`src/rtl/fpu_issue_ctrl.sv`:
```
// Issue/collect controller for the 3-stage FP subtract unit (c = a - b), with credit-based in-order response FIFO.
// Optional macro FPU_ISSUE_BYPASS_EN forwards a collected result straight to the response port when the FIFO is empty.
module fpu_issue_ctrl #(
  parameter int LAT   = 3,
  parameter int DEPTH = 4,
  parameter int TAGW  = 5
) (
  input  logic            clk,
  input  logic            rst,
  input  logic            req_valid,
  output logic            req_ready,
  input  logic            req_op,
  input  logic [31:0]     req_a,
  input  logic [31:0]     req_b,
  input  logic [TAGW-1:0] req_tag,
  output logic [31:0]     fpu_a,
  output logic [31:0]     fpu_b,
  output logic            fpu_en,
  input  logic [31:0]     fpu_c,
  input  logic            fpu_ready,
  output logic            rsp_valid,
  input  logic            rsp_ready,
  output logic [31:0]     rsp_data,
  output logic [TAGW-1:0] rsp_tag,
  output logic            err
);
  localparam int AW = $clog2(DEPTH);
  localparam int CW = AW + 1;
  localparam int DW = $clog2(LAT + 2);
  localparam int EW = 32 + TAGW;

  logic [31:0]                fpu_a_q, fpu_a_d;
  logic [31:0]                fpu_b_q, fpu_b_d;
  logic                       fpu_en_q, fpu_en_d;
  logic [LAT:0]               vpipe_q, vpipe_d;
  logic [LAT:0][TAGW-1:0]     tpipe_q, tpipe_d;
  logic [CW-1:0]              inflight_q, inflight_d;
  logic [CW-1:0]              wptr_q, wptr_d;
  logic [CW-1:0]              rptr_q, rptr_d;
  logic [DEPTH-1:0][EW-1:0]   mem_q, mem_d;
  logic                       err_q, err_d;
  logic [DW-1:0]              drain_q, drain_d;

  logic [CW-1:0] count_s;
  logic [EW-1:0] head_s;
  logic          empty_s, accept_s, collect_s, wr_s, pop_s, grace_s;

  // Credit admission, delay line, FIFO bookkeeping and error detection
  always_comb begin
    count_s   = wptr_q - rptr_q;
    empty_s   = (wptr_q == rptr_q);
    head_s    = mem_q[rptr_q[AW-1:0]];
    req_ready = (({1'b0, inflight_q} + {1'b0, count_s}) < (CW + 1)'(DEPTH));
    accept_s  = req_valid & req_ready;
    collect_s = fpu_ready & vpipe_q[LAT];
    grace_s   = (drain_q != {DW{1'b0}});
    pop_s     = ~empty_s & rsp_ready;
`ifdef FPU_ISSUE_BYPASS_EN
    // An empty FIFO lets the collected result be presented in the same cycle
    rsp_valid = ~empty_s | collect_s;
    rsp_data  = empty_s ? fpu_c : head_s[EW-1:TAGW];
    rsp_tag   = empty_s ? tpipe_q[LAT] : head_s[TAGW-1:0];
    wr_s      = collect_s & ~(empty_s & rsp_ready);
`else
    rsp_valid = ~empty_s;
    rsp_data  = head_s[EW-1:TAGW];
    rsp_tag   = head_s[TAGW-1:0];
    wr_s      = collect_s;
`endif

    fpu_en_d = accept_s;
    if (accept_s) begin
      fpu_a_d = req_a;
      fpu_b_d = {req_b[31] ^ ~req_op, req_b[30:0]};
    end else begin
      fpu_a_d = fpu_a_q;
      fpu_b_d = fpu_b_q;
    end

    vpipe_d    = {vpipe_q[LAT-1:0], accept_s};
    tpipe_d[0] = accept_s ? req_tag : {TAGW{1'b0}};
    for (int i = 1; i <= LAT; i++) begin
      tpipe_d[i] = tpipe_q[i-1];
    end

    case ({accept_s, collect_s})
      2'b10:   inflight_d = inflight_q + CW'(1);
      2'b01:   inflight_d = inflight_q - CW'(1);
      default: inflight_d = inflight_q;
    endcase

    mem_d = mem_q;
    if (wr_s) begin
      mem_d[wptr_q[AW-1:0]] = {fpu_c, tpipe_q[LAT]};
      wptr_d = wptr_q + CW'(1);
    end else begin
      wptr_d = wptr_q;
    end
    rptr_d = pop_s ? rptr_q + CW'(1) : rptr_q;

    drain_d = grace_s ? drain_q - DW'(1) : drain_q;
    // Stale strobes from the unreset unit may drain right after reset
    err_d = err_q | ((fpu_ready ^ vpipe_q[LAT]) & ~(fpu_ready & ~vpipe_q[LAT] & grace_s));
  end

  // State registers
  always_ff @(posedge clk or posedge rst) begin
    if (rst) begin
      fpu_a_q    <= 32'h0;
      fpu_b_q    <= 32'h0;
      fpu_en_q   <= 1'b0;
      vpipe_q    <= '0;
      tpipe_q    <= '0;
      inflight_q <= {CW{1'b0}};
      wptr_q     <= {CW{1'b0}};
      rptr_q     <= {CW{1'b0}};
      mem_q      <= '0;
      err_q      <= 1'b0;
      drain_q    <= DW'(LAT + 1);
    end else begin
      fpu_a_q    <= fpu_a_d;
      fpu_b_q    <= fpu_b_d;
      fpu_en_q   <= fpu_en_d;
      vpipe_q    <= vpipe_d;
      tpipe_q    <= tpipe_d;
      inflight_q <= inflight_d;
      wptr_q     <= wptr_d;
      rptr_q     <= rptr_d;
      mem_q      <= mem_d;
      err_q      <= err_d;
      drain_q    <= drain_d;
    end
  end

  assign fpu_a  = fpu_a_q;
  assign fpu_b  = fpu_b_q;
  assign fpu_en = fpu_en_q;
  assign err    = err_q;

endmodule

```
`config.mk`:
```
export PLATFORM = sky130hd
export DESIGN_NAME = fpu_issue_ctrl
export DESIGN_NICKNAME = d
export VERILOG_FILES = /design/src/rtl/fpu_issue_ctrl.sv
export SDC_FILE = /design/constraint.sdc
export NUM_CORES = 1
export LEC_CHECK = 0
export CORE_UTILIZATION = 50
export CTS_BUF_LIST = sky130_fd_sc_hd__clkbuf_2 sky130_fd_sc_hd__clkbuf_4 sky130_fd_sc_hd__clkbuf_8
export DETAILED_ROUTE_END_ITERATION = 6
export DONT_BUFFER_PORTS = 1
export PLACE_DENSITY_LB_ADDON = 0.3
export SKIP_CTS_REPAIR_TIMING = 1
export SLEW_MARGIN = 20
export SYNTH_ARGS = -nofsm -noshare
export SYNTH_HDL_FRONTEND = slang
export SYNTH_SLANG_ARGS = --single-unit
```
`constraint.sdc`:
```
create_clock -name clk -period 13.1 [get_ports clk]
set_clock_uncertainty 0.05 [all_clocks]
set_input_delay 2.62 -clock clk [delete_from_list [all_inputs] [get_ports clk]]
set_output_delay 2.62 -clock clk [all_outputs]
set_load 0.03 [all_outputs]
```
==> results of run 1 <==
worst paths after layout:
| check | slack, ns | end | depth (start not counted) | start |
|---|---|---|---|---|
| setup / recovery | 7.26 | req_ready | 6 | rptr_q[1] |
| hold / removal | 0.29 | tpipe_d[10] | 0 | tpipe_d[5] |
| setup reg to reg | 8.77 | inflight_q[2] | 13 | rptr_q[1] |
| hold reg to reg | 0.29 | tpipe_d[10] | 0 | tpipe_d[5] |
| max in group asynchronous | 9.86 | fpu_a[1] | 2 | rst |
| min in group asynchronous | 1.97 | vpipe_q[1] | 1 | rst |
through the flow:
| step | cells | hold WS [ns] |
|---|---|---|
| 2_1_floorplan | 598 | 0.281 |
| 3_3_place_gp | 843 | 0.284 |
| 3_5_place_dp | 843 | 0.285 |
| 4_1_cts | 917 | 0.298 |
| 5_1_grt | 918 | 0.299 |
| 6_report | 918 | 0.293 |
power by group:
part / internal (mW) / switching, mW / leakage, nW / total [mW]
Clock: 0.411 / 0.296 / 0.473 / 0.707
Combinational: 0.726 / 0.639 / 1.91 / 1.36
Sequential: 1.12 / 0.441 / 3.12 / 1.56
Total: 2.26 / 1.38 / 5.50 / 3.63
cells by family after synthesis:
logic type      after synthesis
xor+xnor                     10
buf+inv                      41
mux                         251
simple gates                 26
fa+ha+maj                    14
compound gates                7
flops                       249
worst register-to-register path, cell delays in order, from the launching register on:
cell     delay, ns
dfrtp_2       1.09
inv_1         0.21
fa_1          0.46
xnor2_1       0.14
ha_1          0.29
nor3_2        0.04
and3_1        0.31
inv_8         0.47
ha_1          0.32
inv_1         0.06
fa_1          0.37
xor2_1        0.16
nor2_1        0.12
xor2_1        0.16
cell usage after synthesis:
| cell | count |
|---|---|
| nor3_2 | 1 |
| and2_1 | 8 |
| buf_2 | 4 |
| nand2_2 | 4 |
| mux2_2 | 148 |
| o311ai_0 | 1 |
| a21oi_1 | 2 |
| nand3b_1 | 1 |
| dfstp_2 | 1 |
| mux4_2 | 37 |
| dfrtp_1 | 248 |
| xnor2_1 | 7 |
| buf_12 | 6 |
| nand2_1 | 5 |
| o21ai_0 | 3 |
| fa_1 | 2 |
| o31ai_1 | 1 |
| mux2_4 | 65 |
| and3_1 | 1 |
| inv_8 | 1 |
| nand4_1 | 1 |
| buf_6 | 14 |
| nor2_1 | 3 |
| mux2_1 | 1 |
| nand2b_1 | 2 |
| xor2_1 | 3 |
| buf_4 | 3 |
| clkbuf_1 | 2 |
| inv_1 | 11 |
| ha_1 | 12 |
layout make-up:
| type | instances | area [sq um] | share of cell area [%] |
|---|---|---|---|
| timing repair buffer | 5 | 61.3 | 0.531 |
| inverter | 12 | 60.1 | 0.521 |
| clock inverter | 9 | 72.6 | 0.629 |
| multi-input combinational | 308 | 3960 | 34.4 |
| sequential | 249 | 6230 | 54.0 |
| tap | 270 | 338 | 2.93 |
| clock buffer | 65 | 807 | 6.99 |
flip-flops by register name, indices dropped and copies added (netlist names):
name,flops
drain_q,3
err,1
fpu_a,32
fpu_b,32
inflight_q,3
mem_q,148
rptr_q,3
tpipe_d,15
tpipe_q,5
vpipe_q,4
wptr_q,3
per-layer routing:
metal  share of wire, %  up-vias  GRT usage (%)
li1                   -     2192              -
met1                 38     2668           22.4
met2                 51      208           33.3
met3                8.8       37           7.28
met4                2.3        0           6.60
met5                  0        -              0
==> flow_summary.ini, run 1 <==
[synth]
synth_nets = 719
synthAdderAreaFrac_pct = 1.80
synth_cell_types = 30
yosys_warnings = 0
synthSimpleGateAreaFrac_pct = 1.40
synth-xor-area-share_pct = 0.829
synth_area_leaders = dfrtp_1 (59%), mux2_2 (16%), mux2_4 (9.2%)
synth_compound_area_share_pct = 0.391
ys_seq_elements = 249
synth_top_family_by_area = multiplexers
synth_cells = 598
synth.area.mux_share_pct = 33.0
synth_top_cell_by_area = dfrtp_1
syn-cell-area_sq_um = 10600
synth_top_area_share_pct = 58.7
ys_seq_area_share_pct = 59.0
postSynthAreaPerCell_sq_um = 17.7

[floorplanning]
die_h_um = 147
die_x_um = 147
start_util_pct = 51.6
die_area_sq_um = 21700
num_rows = 52
io_pins = 212
core_sq_um = 20500

[sta]
worstMarginPinSlew_ns = 1.10
maxSlewViolCount = 0
fin_crit_ns = 5.84
min_period_over_period_pct = 44.6
rsz0062_at_grt = no
hold_viol = 0
finalSetupViolCount = 0
setup_ws_ns = 7.26
setup_tns_ns = 0
relSlewSlack_pct = 26.3
max_freq_mhz = 171

[pwr]
ir_worst_vdd_mv = 0.254
power_density_nw_per_um2 = 315
p_leak_nw = 5.50
power_mw = 3.63

[cts]
cts_buffers = 42
cts_tree = built
cts_max_level = 2
clkLatencyLatePin_ns = 0.52
clkSinkCount = 249
clk_path_buf_depth = 3
path_clk_slew_ns = 0.06
cts_root_buf = clkbuf_8

[routing]
num_vias = 5105
ant_nets = 0
totalWireLength_um = 20400
viasPerCell = 5.56
initialDrtViolationCount = 194
routedWlPerCell_um = 22.2
drc = 0
firstDrtPassIters = 4

[grt]
grt_overflow = 0
antenna_found_initial = 0
grt_usage_pct = 19.5
grt_max_degree = 87
grt_pass1_wl_um = 32300
grt_pass1_vias = 5913

[setup_path]
crit_slowest_cell = dfrtp_2
cp.arrival_ns = 3.17
worst-setup-path-type = reg -> out
crit_required_ns = 10.43
critPathBufInv = 1
path_cells = inv_1, fa_1, xnor2_1, ha_1, nor3_2, and2_1
path_delay_family = flip-flops
start_kind = flop
slowest_delay_ns = 1.09
cp_max_fo = 40
cp-end-kind = output port

[placement]
io_buffers = 0
dp_hpwl_um = 12900
placedInstanceArea_sq_um = 10600
dp_slack_ns = 7.73
finalWeightedCongestion = 0.753

[finish]
layout_common_cells = dfrtp_1 (246), mux2_2 (148), mux2_4 (65)
drive_gt1_share_pct = 52.3
area_growth_pct = 9.19
layout_commonest_cell = dfrtp_1
layout.nets = 739
final_cell_area_sq_um = 11500
diodes = 0
fin_util_pct = 56.3
fillers = 1561

[run_status]
status = finished clean

[run]
maxCapViolations = 0

[min_path]
hp-class = reg -> reg
No activity file was read; power rests on OpenSTA's default activity.
==> inputs of run 2 (changes only) <==
==> constraint.sdc (replaced) <==
create_clock -name clk -period 5.4 [get_ports clk]
set_clock_uncertainty 0.05 [all_clocks]
set_input_delay 1.08 -clock clk [delete_from_list [all_inputs] [get_ports clk]]
set_output_delay 1.08 -clock clk [all_outputs]
set_load 0.03 [all_outputs]
==> run 2 against run 1 <==
Effect of this change:
- core utilization up 0.23 points
- total power up 140%
- critical path depth up 2
- hold slack better by 0.0038 ns
- sequential cell count unchanged
- routed wire length down 2.4%
- via count down 0.27%
- critical endpoint unchanged
- largest cell class unchanged
- highest routed layer unchanged
==> flow_summary.ini, run 2 (synthesis gave the netlist of run 1 again) <==
[routing]
initialDrtViolationCount = 154
drc = 0
routedWlPerCell_um = 21.5
viasPerCell = 5.52
firstDrtPassIters = 4
num_vias = 5091
wl_met1_um = 7640
met3_length_um = 1630
top_layer = met4
ant_nets = 0
totalWireLength_um = 19900
dr_wl_met2_um = 10200

[sta]
relSlewSlack_pct = 45.2
hold_viol = 0
maxSlewViolCount = 0
setup_tns_ns = 0
finalSetupViolCount = 0
rsz0062_at_grt = no
worstMarginPinSlew_ns = 0.823
max_freq_mhz = 272
hold_ws_ns = 0.297
fin_crit_ns = 3.68
min_period_over_period_pct = 68.1

[cts]
cts_root_buf = clkbuf_8
clkSinkCount = 249
cts_max_level = 2
clkLatencyLatePin_ns = 0.52
path_clk_slew_ns = 0.06
cts_tree = built
clk_path_buf_depth = 3
cts_buffers = 42

[finish]
layout_commonest_cell = dfrtp_1
largest_register_ffs = 148
largest_register = mem_q
drive_gt1_share_pct = 52.7
area_growth_pct = 9.64
diodes = 0
layout_common_cells = dfrtp_1 (246), mux2_2 (148), mux2_4 (65)
fillers = 1564
layout.nets = 742

[setup_path]
r2r_start = wptr_q[0]
worst-setup-path-type = reg -> out
cp_max_fo = 4
crit_start = wptr_q[0]
cp.arrival_ns = 2.55
crit_slowest_cell = dfrtp_1
path_cells = inv_1, ha_1, inv_1, fa_1, xnor2_1, ha_1, nor3_2, and2_1
slowest_delay_ns = 0.41
crit_required_ns = 4.27
cp-end-kind = output port
start_kind = flop

[placement]
io_buffers = 0
dp_hpwl_um = 12600
finalWeightedCongestion = 0.734

[floorplanning]
io_pins = 212
num_rows = 52
start_util_pct = 51.6
die_h_um = 147
die_area_sq_um = 21700
core_sq_um = 20500
die_x_um = 147

[pwr]
ir_worst_vdd_mv = 0.629
sw_frac_of_total_pct = 37.5
power.share.clock_pct = 20.1
power_mw = 8.79
internal-power_mw = 5.49
p_leak_nw = 5.52
power_density_nw_per_um2 = 758
p_sw_mw = 3.30
power_frac_comb_pct = 37.9
p_seq_share_pct = 42.0

[grt]
grt_usage_pct = 19.3
grt_pass1_vias = 5904
grt_pass1_wl_um = 32300
grt_overflow = 0
grt_max_degree = 147
antenna_found_initial = 0

[min_path]
hp-class = reg -> reg
hold_start = tpipe_d[14]

[run]
maxCapViolations = 0

[run_status]
status = finished clean
==> run 2: changes by cell type in the layout (fill, tap and decap cells not counted) <==
cell	previous run	this run
inv_8	2	1
buf_6	1	0
clkbuf_4	14	8
buf_16	1	0
nand2_2	2	3
buf_12	0	1
nand2_4	2	1
clkinv_2	7	10
clkbuf_8	51	57
buf_4	3	7
==> run 2: power by group through the flow <==
stage	Clock, mW	Combinational, mW	Sequential (mW)
finish	1.77	3.33	3.69
global route	1.92	3.57	3.80
CTS	1.83	3.39	3.70
detailed placement	0	3.40	3.71
global placement	0	3.27	3.66
floorplan	0	3.24	3.55
==> run 2: final cells by class <==
class	count	area, sq um	share of cell area [%]
repair buffers	8	72.6	0.626
clock inverters	11	80.1	0.691
flip-flops and latches	249	6230	53.8
well taps	270	338	2.92
inverters	12	56.3	0.486
clock buffers	65	845	7.29
multi-input cells	308	3960	34.2
==> run 2: path summary, 6_finish.rpt <==
path / slack, ns / to / cells after the start
setup / recovery: 1.72 / req_ready / 8
hold reg to reg: 0.30 / tpipe_d[19] / 0
max in group asynchronous: 3.56 / rptr_q[0] / 3
min in group asynchronous: 0.50 / fpu_a[25] / 2
hold / removal: 0.30 / tpipe_d[19] / 0
setup reg to reg: 1.74 / inflight_q[2] / 15
==> run 2: metrics by stage <==
stage | cell area [sq um] | std cells | setup WS, ns | util, %
2_1_floorplan | 10600 | 598 | 0.997 | -
3_3_place_gp | 10700 | 847 | 1.85 | 52.0
3_5_place_dp | 10700 | 847 | 1.74 | 52.0
4_1_cts | 11600 | 923 | 1.69 | 56.5
5_1_grt | 11600 | 923 | 1.52 | 56.5
6_report | 11600 | 923 | 1.72 | 56.5
==> run 2: layer usage <==
metal	vias up	global-route usage [%]
li1	2210	-
met1	2641	22.5
met2	201	32.9
met3	39	7.01
met4	0	6.55
met5	-	0
==> run 2: worst max-delay path: cells and delay by family, from the launching register on <==
kind	cells	cell delay, ns
buffers and inverters	2	0.20
and+or+nand+nor	2	0.45
xor gates and xnor gates	1	0.14
adders and majority gates	3	0.83
DFF	1	0.41
